[src/rtl/inst_buffer_pkg.sv]
// Shared types for the instruction buffer: the per-entry payload and the NOP word
// that empty decode slots carry.
package inst_buffer_pkg;

  typedef logic [31:0] inst_t;
  typedef logic [31:0] addr_t;

  typedef struct packed {
    inst_t inst;
    addr_t pc;
    addr_t npc;
  } ib_entry_t;

  localparam inst_t NOP = 32'h0000_0013;

endpackage

[src/rtl/ib_storage.sv]
// DEPTH-entry register file with IN_WIDTH write ports and OUT_WIDTH read ports,
// each port addressed as base pointer plus slot index, wrapping modulo DEPTH.
module ib_storage
  import inst_buffer_pkg::*;
#(
  parameter int DEPTH     = 8,
  parameter int IN_WIDTH  = 2,
  parameter int OUT_WIDTH = 2,
  localparam int PTR_W    = $clog2(DEPTH)
) (
  input  logic                            clock,
  input  logic [PTR_W-1:0]                wr_base,
  input  logic [IN_WIDTH-1:0]             wr_en,
  input  ib_entry_t [IN_WIDTH-1:0]        wr_data,
  input  logic [PTR_W-1:0]                rd_base,
  output ib_entry_t [OUT_WIDTH-1:0]       rd_data
);

  ib_entry_t mem [DEPTH];

  // NOTE: the array has no reset; pointers and count decide validity, so clearing
  // storage would only cost flops and reset fan-out.
  always_ff @(posedge clock) begin
    for (int j = 0; j < IN_WIDTH; j++) begin
      if (wr_en[j]) mem[wr_base + PTR_W'(j)] <= wr_data[j];
    end
  end

  for (genvar i = 0; i < OUT_WIDTH; i++) begin : g_rd
    assign rd_data[i] = mem[rd_base + PTR_W'(i)];
  end

endmodule

[src/rtl/inst_buffer.sv]
// Circular fetch-to-decode instruction queue: all-or-nothing group push, up to
// OUT_WIDTH in-order pops, squash flush. Define INST_BUFFER_BYPASS_EN for empty-queue bypass.
module inst_buffer
  import inst_buffer_pkg::*;
#(
  parameter int DEPTH     = 8,
  parameter int IN_WIDTH  = 2,
  parameter int OUT_WIDTH = 2,
  localparam int PTR_W    = $clog2(DEPTH),
  localparam int CNT_W    = $clog2(DEPTH + 1),
  localparam int REQ_W    = $clog2(OUT_WIDTH + 1)
) (
  input  logic                            clock,
  input  logic                            reset,
  input  logic                            squash,
  input  logic [IN_WIDTH-1:0]             in_valid,
  input  logic [IN_WIDTH-1:0][31:0]       in_inst,
  input  logic [IN_WIDTH-1:0][31:0]       in_pc,
  input  logic [IN_WIDTH-1:0][31:0]       in_npc,
  output logic                            in_ready,
  input  logic [REQ_W-1:0]                out_req,
  output logic [OUT_WIDTH-1:0]            out_valid,
  output logic [OUT_WIDTH-1:0][31:0]      out_inst,
  output logic [OUT_WIDTH-1:0][31:0]      out_pc,
  output logic [OUT_WIDTH-1:0][31:0]      out_npc,
  output logic [CNT_W-1:0]                count
);

  if ((DEPTH & (DEPTH - 1)) != 0 || DEPTH < IN_WIDTH || DEPTH < OUT_WIDTH) begin : g_bad_cfg
    $error("inst_buffer: DEPTH must be a power of 2 and >= IN_WIDTH, OUT_WIDTH");
  end

  logic [PTR_W-1:0]          head, tail;
  logic [CNT_W-1:0]          n_in, n_push, n_pop, n_byp, req_clamp;
  logic [IN_WIDTH-1:0]       wr_en;
  ib_entry_t [IN_WIDTH-1:0]  wr_data;
  ib_entry_t [OUT_WIDTH-1:0] rd_data;

  // Free space from the registered count only, so pops never combinationally enable pushes.
  assign in_ready  = int'(count) <= DEPTH - IN_WIDTH;
  assign req_clamp = (int'(out_req) > OUT_WIDTH) ? CNT_W'(OUT_WIDTH) : CNT_W'(out_req);
  assign n_pop     = (req_clamp < count) ? req_clamp : count;
  assign n_push    = in_ready ? n_in - n_byp : '0;

  always_comb begin
    n_in = '0;
    for (int i = 0; i < IN_WIDTH; i++) n_in = n_in + CNT_W'(in_valid[i]);
  end

`ifdef INST_BUFFER_BYPASS_EN
  localparam int BYP_W = (IN_WIDTH < OUT_WIDTH) ? IN_WIDTH : OUT_WIDTH;
  logic             bypass;
  logic [CNT_W-1:0] n_avail;

  assign bypass  = (count == '0) && !squash;
  assign n_avail = (n_in < CNT_W'(BYP_W)) ? n_in : CNT_W'(BYP_W);
  assign n_byp   = !bypass ? '0 : (req_clamp < n_avail) ? req_clamp : n_avail;
`else
  assign n_byp   = '0;
`endif

  // Consumed bypass slots are skipped; shifting the base back keeps the rest landing at tail.
  always_comb begin
    for (int j = 0; j < IN_WIDTH; j++) begin
      wr_data[j] = '{inst: in_inst[j], pc: in_pc[j], npc: in_npc[j]};
      wr_en[j]   = in_ready && !squash && in_valid[j] && (CNT_W'(j) >= n_byp);
    end
  end

  ib_storage #(
    .DEPTH    (DEPTH),
    .IN_WIDTH (IN_WIDTH),
    .OUT_WIDTH(OUT_WIDTH)
  ) u_storage (
    .clock  (clock),
    .wr_base(tail - PTR_W'(n_byp)),
    .wr_en  (wr_en),
    .wr_data(wr_data),
    .rd_base(head),
    .rd_data(rd_data)
  );

  // NOTE: state registers use non-blocking assignments so every flop samples
  // pre-edge values regardless of statement order.
  always_ff @(posedge clock) begin
    if (reset || squash) begin
      head  <= '0;
      tail  <= '0;
      count <= '0;
    end else begin
      head  <= head + PTR_W'(n_pop);
      tail  <= tail + PTR_W'(n_push);
      count <= count + n_push - n_pop;
    end
  end

  // NOTE: every output is given a value before any condition, so no latch is inferred.
  always_comb begin
    ib_entry_t e;
    logic      v;
    for (int i = 0; i < OUT_WIDTH; i++) begin
      e = rd_data[i];
      v = i < int'(count);
`ifdef INST_BUFFER_BYPASS_EN
      if (bypass && i < BYP_W) begin
        e = '{inst: in_inst[i], pc: in_pc[i], npc: in_npc[i]};
        v = in_valid[i] & in_ready;
      end
`endif
      out_valid[i] = v;
      out_inst[i]  = v ? e.inst : NOP;
      out_pc[i]    = v ? e.pc   : '0;
      out_npc[i]   = v ? e.npc  : '0;
    end
  end

  a_in_valid_contiguous : assert property (@(posedge clock) disable iff (reset)
    ((in_valid & (in_valid + IN_WIDTH'(1))) == '0));

endmodule

[config.mk]
export PLATFORM = sky130hd
export DESIGN_NAME = inst_buffer
export DESIGN_NICKNAME = d
export VERILOG_FILES = /design/src/rtl/inst_buffer_pkg.sv /design/src/rtl/ib_storage.sv /design/src/rtl/inst_buffer.sv
export SDC_FILE = /design/constraint.sdc
export NUM_CORES = 2
export LEC_CHECK = 0
export CAP_MARGIN = 20
export CORE_ASPECT_RATIO = 0.75
export CORE_MARGIN = 2
export CORE_UTILIZATION = 40
export CTS_CLUSTER_SIZE = 20
export DETAILED_ROUTE_END_ITERATION = 8
export SYNTH_ARGS = -nofsm -noshare
export SYNTH_HDL_FRONTEND = slang
export SYNTH_SLANG_ARGS = --single-unit
export TNS_END_PERCENT = 30
[constraint.sdc]
create_clock -name clock -period 6.52 [get_ports clock]
set_clock_uncertainty 0.05 [all_clocks]
set_input_delay 1.304 -clock clock [delete_from_list [all_inputs] [get_ports clock]]
set_output_delay 1.304 -clock clock [all_outputs]
set_load 0.03 [all_outputs]
# Yosys cells after proc, flatten, opt, wreduce, memory -nomap -nowiden
# Memory sizes are Yosys's and may differ from the RTL's. A register that Yosys moved wholly into a read port is not among the register bits.
# Cells that the tools add are included.
[totals] reg_bits=10 mem_bits_rw=768 in_bits=199 out_inout_bits=199 memories=1
[memory_table] memory="u_storage.mem" depth=8 word_bits=96 read_ports=2 rd_ports_with_merged_regs=1 wr=2 line="ib_storage.sv:19" text="ib_entry_t mem [DEPTH];"
[classes] n_addsub=7 order_cmp=5 mux=14 n_reduce_logical=5
[ops] op="$mux 32" count=6
[ops] op="$lt 1x4->1 const A" count=2
[ops] op="$mux 4" count=2
[ops] op="$add 3x1->3 const B" count=2
[ops] op="$add 3x3->3" count=2
[ops] op="$add 4x4->4" count=1
[ops] op="$le 4x3->1 const B" count=1
[ops] op="$lt 2x4->1" count=1
[ops] op="$mux 1" count=4
[ops] op="$sub 4x4->4" count=1
[ops] op="$logic_and 1x1->1" count=3
[ops] op="$mux 3" count=1
[ops] op="$add 1x1->2" count=1
[ops] op="$gt 2x2->1 const B" count=1
[ops] op="$mux 2" count=1
[ops] op="$logic_not 1->1" count=1
[ops] op="$logic_or 1x1->1" count=1

# Logic depth before layout (Yosys ltp)
[depth] word_depth=6 depth_mapped=12 mapped_depth_nobuf=12

# Modules after synthesis
# From an unflattened synthesis, not the netlist that was laid out.
[hier_totals] cells_unflattened=3285 hier_area_um2=47256.6
[by_module_without_submodules] module="ib_storage" n_inst=1 cells_each=3004 area_per_inst_um2=45178.3 seq_area_each_um2=23062.1
[by_module_without_submodules] module="inst_buffer" n_inst=1 cells_each=281 area_per_inst_um2=2078.2 seq_area_each_um2=200.2

# Worst setup path after synthesis
# No wires, ideal clock.
[synth_timing] path_kind="register to register" startpoint="reg count[3]" endpoint="mem u_storage.mem[7][0] (netlist name), enable pin" t_arrival_ns=6.571 required_time_ns=5.888 setup_slack_ns=-0.683 stages_incl_launch_ff=7 path_buffers=1 path_cell_list="dfxtp_1 > inv_1 > ha_1 > a31oi_1 > nand2b_1 > clkbuf_1 > a21oi_1"
[synth_rtl] item="from (decl)" line="inst_buffer.sv:26" text="output logic [CNT_W-1:0] count"
[synth_rtl] item="from (signal assigned)" line="inst_buffer.sv:93" text="count <= count + n_push - n_pop;"
[synth_rtl] item="to (decl)" line="ib_storage.sv:19"

==> results.yml <==
power_and_ir_drop:
  powerDensity_nw_per_um2: 375
  p_leak_nw: 16.4
  vdd_ir_drop_max_mv: 0.284
detailed_routing:
  vias: 26800
  viasPerCell: 6.24
  routed_wl_um: 140000
  drt_iter0_drc: 2264
  route.detailed.drc: 0
  ant_nets: 0
  wire_per_inst_um: 32.5
  drt_first_pass_iters: 5
final_layout:
  mostFrequentLayoutCells: "edfxtp_1 (768), mux2_2 (756), clkdlybuf4s50_1 (397), mux4_2 (384), a22o_1 (186)"
  drive_above_1_share_pct: 47.1
  final_common_cell: "edfxtp_1"
  sequential_cell_area_um2: 23300
  multiInputGateArea_um2: 19900
  final_cell_area_um2: 52500
  fin_cells: 4292
  fill_cells: 9137
  syn_to_final_growth_pct: 19.5
  final_net_count: 2986
place:
  dpl_worst_slack_ps: 1650
  numPortBuffers: 397
  dpl-instance-area_um2: 49700
  dp_hpwl_um: 75600
  place_inst: 4127
  place_congestion: 0.781
sta:
  hold_slack_ps: 609
  worst_slack_ps: 971
  drv_slew: 0
  finalCriticalPeriod_ps: 5550
  fin_crit_sh_pct: 85.1
  rsz0062_at_grt: "false"
  maxSlewHeadroom_pct: 27.2
  tns_ps: 0
  hold_violations: 0
  tightest_slew_ps: 1090
  setup-violations-final: 0
  max_freq_mhz: 180
clocking:
  ctsHtreeMaxLevel: 3
  clk_latency_ps: 660
  cts_tree: "yes"
  cts_made_buffers: 86
  cts_resized: 0
  clock_sinks: 778
  cts_root_buf: "clkbuf_16"
  clockBufferDepth: 3
  holdBufCountCts: 0
  postCtsSetupBuffers: 0
  clkTransAtPathRegs_ps: 60
worst_setup_path:
  worst-path-buf-inv: 2
  cp-start-kind: "register"
  max_stage_delay_ps: 800
  slowest_stage: "and2_4"
  cp_top_family: "buffers and inverters"
  worstPathRequired_ps: 5170
  critPathMaxFanout: 38
  critPathArrivalTime_ps: 4190
  critPathCaptureType: "primary output"
  crit_type: "register to primary output"
  path_cells: "ha_4 > xnor2_1 > and2_4 > buf_4 > a22o_1 > clkdlybuf4s50_1"
synthesis:
  synth_top_flop_cell: "edfxtp_1"
  syn_area_um2: 43900
  synthCells: 2447
  yosysWarningCount: 0
  synth_area_per_cell_um2: 17.9
  synth_edf_count: 768
  yosysTopAreaCellShare_pct: 52.5
  syn-num-nets: 2662
  synth.area.top_cells: "edfxtp_1 (53%), mux4_2 (20%), mux2_2 (19%)"
  ys_seq_area_share_pct: 53.0
  async_flop_share_pct: 0
  ys_ff_latch: 778
  yosys.area.top_type: "edfxtp_1"
  synth_cell_types: 36
worst_hold_path:
  hp-class: "register to register"
die:
  die_w_um: 387
  ios: 398
  start_util_pct: 40.3
  die_h_um: 291
  core.rowCount: 105
  die_area_um2: 112000
  core_um2: 109000
global_route:
  grt_start_max_net_pins: 145
  grt_overflow_total: 0
  antenna_found_initial: 27
  track_usage_pct: 24.6
  grt_pass1_vias: 28500
  grt_pass1_wl_um: 202000
job:
  max-cap-violations: 0
outcome:
  status: "finished, final reports clean"
-- per-stage QoR --
step	power (mW)	util (%)
2_1_floorplan	11.2	-
3_3_place_gp	14.9	45.6
3_5_place_dp	14.9	45.6
4_1_cts	19.9	48.1
5_1_grt	20.3	48.1
6_report	19.7	48.1
-- registers in the layout (all words and copies together), names as in the netlist --
| name | cells |
|---|---|
| head | 3 |
| u_storage.mem | 768 |
| tail | 3 |
| count | 4 |
-- layer usage --
metal	part of all wire, %	GRT usage (%)
met2	50	41.5
met4	2.5	7.71
met5	0.13	0
met3	7.0	5.12
met1	40	31.9
-- Yosys cell counts (3+ instances only) --
master,n
edfxtp_1,768
mux2_2,756
mux4_2,384
a22o_1,186
clkbuf_1,98
buf_1,57
buf_2,56
nor2_1,16
inv_1,13
mux2_1,13
ha_1,12
dfxtp_1,10
a21oi_1,8
nand3_1,8
and2_1,6
nand2_1,6
o22a_1,6
nand2b_1,5
nand4_1,5
nor2b_1,5
fa_1,4
xnor2_1,4
buf_4,3
-- worst register-to-register path: cells and delay by family (launching register included) --
| family | cells | cell delay, ps |
|---|---|---|
| compound gates | 2 | 1360 |
| fa+ha+maj | 1 | 240 |
| buf+inv | 2 | 560 |
| flops | 1 | 430 |
| simple gates | 1 | 520 |
-- layout make-up --
type,instances,share of cell area [%]
well taps,1444,3.44
clock inverters,50,0.975
flip-flops and latches,778,44.4
diodes,17,0.0811
inverters,13,0.0930
repair buffers,450,8.98
multi-input cells,1442,37.8
clock buffers,98,4.23
-- cells by family after synthesis --
kind of cell,Yosys count,share of synthesized area (%)
buffers and inverters,227,2.13
AND/OR/NAND/NOR,56,0.650
AO/OA/AOI/OAI,210,4.14
multiplexers,1153,39.4
flip-flops,778,53.0
XOR/XNOR,7,0.157
adder cells (fa/ha/maj),16,0.524
-- worst paths after layout --
kind | start | end | slack, ps | cells after the start
hold reg to reg | count[2] | head[2] | 610 | 3
setup reg to reg | count[3] | u_storage.mem[2][41] | 2910 | 6
hold / removal | count[2] | head[2] | 610 | 3
setup / recovery | head[0] | out_inst[42] | 970 | 6
-- power by group --
group / leakage [nW] / switching (mW) / internal [mW]
Combinational: 8.03 / 5.16 / 3.69
Sequential: 7.05 / 0.132 / 5.81
Clock: 1.34 / 2.05 / 2.82
Total: 16.4 / 7.35 / 12.3
Note: power is estimated with default switching activity, not from simulation.
==> patch 1: new RTL, same flow settings <==
Add a define of `INST_BUFFER_BYPASS_EN`.
--- a/src/rtl/inst_buffer.sv
+++ b/src/rtl/inst_buffer.sv
@@ -2,2 +2,4 @@
 // OUT_WIDTH in-order pops, squash flush. Define INST_BUFFER_BYPASS_EN for empty-queue bypass.
+`define INST_BUFFER_BYPASS_EN
+
 module inst_buffer
Check against the original RTL: not equivalent (a bounded check fails within 4 cycles, from zero or initial values).
==> patch 1 against the unedited design <==
  * Worst setup slack lost 0.25 ns
  * Final cell count rose by 12%
  * Combinational power rose by 4.3%
  * Clock power rose by 1%
  * Wire length increased by 7.9%
  * Sequential share of layout area is 2.5 points lower
  * Area after synthesis increased by 7.1%
  * Design area increased by 5.9%
  * Largest cell class unchanged
  * Sequential cell count stayed put
  * Sequential power grew 8.8%
  * Via count is 11% higher
  * Total power increased by 4.8%
==> patch 1: results <==
set metrics [dict create \
    run_status "finished, final reports clean" \
    drive_gt1_share_pct 41.9 \
    place.port_buffers 397 \
    postPlaceCellArea_mm2 0.0527 \
    hp-class "flop to flop" \
    seq_area_frac_synth_pct 49.5 \
    clock_tree.root_cell "clkbuf_16" \
    insertion_delay_ns 0.66 \
    worst_setup_hold_path_clk_slew_ns 0.06 \
    layout_top_registers "u_storage.mem (768), count (4)" \
    viasPerCell 6.19 \
    cts-resized-gates 0 \
    grt_pass1_wl_um 218000 \
    detail_route.iter0.violations 2813 \
    synth-main-ff-cell "edfxtp_1" \
    yosys_warnings 0 \
    worst-slew-pin-transition_ns 1.11 \
    place_congestion 0.812 \
    antenna_found_initial 17 \
    r2r_slack_ns 1.70 \
    minimum_hold_slack_ns 0.563 \
    number_of_library_cell_types_mapped_by_synthesis 42 \
    netlist_top_cells_area "edfxtp_1, mux4_2, mux2_2, mux2i_1, a211oi_1" \
    cts_made_buffers 87 \
    setup_buffers_after_cts 0 \
    ctsLongestPathBuffers 3 \
    route.detailed.wl_per_inst_um 31.3 \
    grt_max_degree 138 \
    ys_top_cells_by_count "edfxtp_1, mux2_2, mux4_2" \
    grt_pass1_vias 31303 \
    nNetsFinal 3412 \
    cts_htree_levels 3 \
    path_max_fanout 22 \
    worst_case_vdd_ir_drop_v 0.000421 \
    timing.critical_path.arrival_ns 4.45 \
    async_set_or_reset_flop_fraction_in_the_synthesized_netlist_pct 0 \
    syn-num-nets 3194 \
    global_route.usage.total_pct 24.8 \
    detailed_place_hpwl_um 86600 \
    p_leak_nw 17.3 \
    drt-pass1-iter-count 5 \
    number_of_enable_flip_flop_cells_after_synthesis 768 \
]
[patch 1: cell count changes after synthesis, sizes merged, moves of 87 or more]
cell,delta
buf,+127
mux2i,+196
a21oi,+91
nor2,+87
a22o,-186
a211oi,+93
o21ai,+93
[patch 1: final timing paths]
check	depth (start not counted)	end	start
worst min-delay path	2	tail[0]$_SDFF_PP0_	tail[0]$_SDFF_PP0_
worst max register to register	12	u_storage.mem[1][29]$_DFFE_PP_	count[1]$_SDFF_PP0_
worst min register to register	2	tail[0]$_SDFF_PP0_	tail[0]$_SDFF_PP0_
worst max-delay path	6	out_pc[31]	squash
[patch 1: logic make-up after synthesis]
group	share of synthesized area (%)
AOI/OAI and AO/OA	3.98
xor gates and xnor gates	0.277
adders and majority gates	0.655
buffers and inverters	3.38
DFF	49.5
muxes	40.9
and+or+nand+nor	1.36
[patch 1: where the power goes]
group,switching [W],internal (W),total [W],leakage [nW]
Clock,0.00209,0.00284,0.00493,1.37
Combinational,0.00547,0.00376,0.00923,8.84
Sequential,0.000279,0.00619,0.00646,7.04
Total,0.00783,0.0128,0.0206,17.3
[patch 1: final cells by class]
class                   instances  area [µm²]
clock buffers                 105        2310
repair buffers                477        5090
clock inverters                56         500
well taps                    1540        1930
diodes                          9        22.5
multi-input cells            1829       22400
inverters                      19        71.3
fillers                      9721       60500
flip-flops and latches        778       23300
[patch 1: per-layer routing]
layer	up-vias	global-route usage (%)	routed length, µm
li1	12597	-	-
met1	15726	34.1	63800
met2	1249	39.6	71300
met3	223	5.78	11500
met4	12	6.82	3700
met5	-	0	69
[patch 1: worst max-delay path: stages]
cell and delay [ns]:
clkdlybuf4s50_1 0.57, nand2b_1 0.41, nand2_4 0.60, o21ai_0 0.18, a21oi_1 0.57, clkdlybuf4s50_1 0.81
[patch 1: metrics by stage]
stage	util, %	std cells	total power, W	TNS [ns]	setup WS [ns]
finish	47.9	4813	0.0206	0	0.718
global route	47.9	4811	0.0215	0	0.546
CTS	47.9	4804	0.0208	0	0.756
detailed placement	45.4	4643	0.0158	0	0.559
global placement	45.4	4643	0.0157	0	0.540
floorplan	-	2974	0.0121	-849.15	-1.48
==> patch 2: new RTL, config.mk and constraints unchanged <==
Made on the original files. `OUT_WIDTH` is set to 2 in 2 places; all go to 1.
--- a/src/rtl/ib_storage.sv
+++ b/src/rtl/ib_storage.sv
@@ -7,3 +7,3 @@
   parameter int IN_WIDTH  = 2,
-  parameter int OUT_WIDTH = 2,
+  parameter int OUT_WIDTH = 1,
   localparam int PTR_W    = $clog2(DEPTH)
--- a/src/rtl/inst_buffer.sv
+++ b/src/rtl/inst_buffer.sv
@@ -7,3 +7,3 @@
   parameter int IN_WIDTH  = 2,
-  parameter int OUT_WIDTH = 2,
+  parameter int OUT_WIDTH = 1,
   localparam int PTR_W    = $clog2(DEPTH),
Interface: changed (5 resized); port bits go from 398 to 300. The function was not compared with the original's and may differ.
==> patch 2 against the unedited design <==
  * Area after synthesis down 9.2%
  * Critical path depth fell by 1
  * Wire length is 17% lower
  * Via count fell by 9.6%
  * Design area decreased by 9.8%
  * Critical endpoint is now out_npc[16]
  * Global-route usage fell by 2.3 points
  * Sequential cell count did not move
  * First-iteration DRC count down 14%
  * Highest routed layer unchanged
  * Worst setup slack better by 0.20 ns
Power is not compared: it rests on default switching activity, and its combinational part moved more than twofold at a synthesized area within 25%.
==> patch 2: results <==
set metrics [dict create \
    grt.met3_usage_pct 4.45 \
    run_status "finished, final reports clean" \
    grt_max_degree 103 \
    drive_gt1_share_pct 39.5 \
    timing.rr.end "head[2]$_SDFF_PP0_" \
    detailed_place_hpwl_um 61600 \
    placed_cells_incl_taps 4093 \
    place.port_buffers 299 \
    global_route.usage.total_pct 22.4 \
    hold_path_end "count[0]$_SDFF_PP0_" \
    worstReg2RegStart "count[2]$_SDFF_PP0_" \
    antenna_found_initial 24 \
    vias 24201 \
    place_congestion 0.754 \
    route.detailed.wl_per_inst_um 27.2 \
    met1Wirelength_um 52300 \
    min_from "count[0]$_SDFF_PP0_" \
    gr-usage-met1_pct 30.6 \
    viasPerCell 5.67 \
    met3_length_um 6210 \
    post_synth_mux_area_share_pct 29.9 \
    synth_xor_xnor_area_share_pct 0.176 \
    globalRouteMet2Util_pct 36.2 \
    r2r_slack_ns 2.73 \
    drt-pass1-iter-count 7 \
    synthesized_area_fraction_occupied_by_ao_oa_aoi_and_oai_cells_pct 4.70 \
    worst-slew-pin-transition_ns 1.06 \
    synth_adder_area_share_pct 0.496 \
]
patch 2: worst max-delay path: stages (launching register included):
cell and delay, ns:
dfxtp_4 1.05, buf_4 0.66, mux2_2 0.28, o22ai_1 0.08
nor3_1 0.45, clkdlybuf4s50_1 0.77
patch 2: metrics by stage:
stage	worst slack, ns	power [W]	hold WS, ns	area (µm²)
3_5_place_dp	1.86	0.00953	0.625	44400
5_1_grt	0.964	0.0149	0.699	47300
4_1_cts	1.13	0.0145	0.651	47200
3_3_place_gp	1.87	0.00948	0.622	44400
2_1_floorplan	-0.688	0.00803	0.499	39900
6_report	1.18	0.0144	0.647	47300
patch 2: final cells by class:
type | count | area [µm²] | share of cell area [%]
Sequential cell | 778 | 23300 | 49.2
Multi-Input combinational cell | 1627 | 15700 | 33.3
Timing Repair Buffer | 353 | 3730 | 7.88
Clock buffer | 100 | 2230 | 4.71
Tap cell | 1326 | 1660 | 3.51
Clock inverter | 59 | 604 | 1.28
Inverter | 11 | 41.3 | 0.0873
Antenna cell | 14 | 35.0 | 0.0741
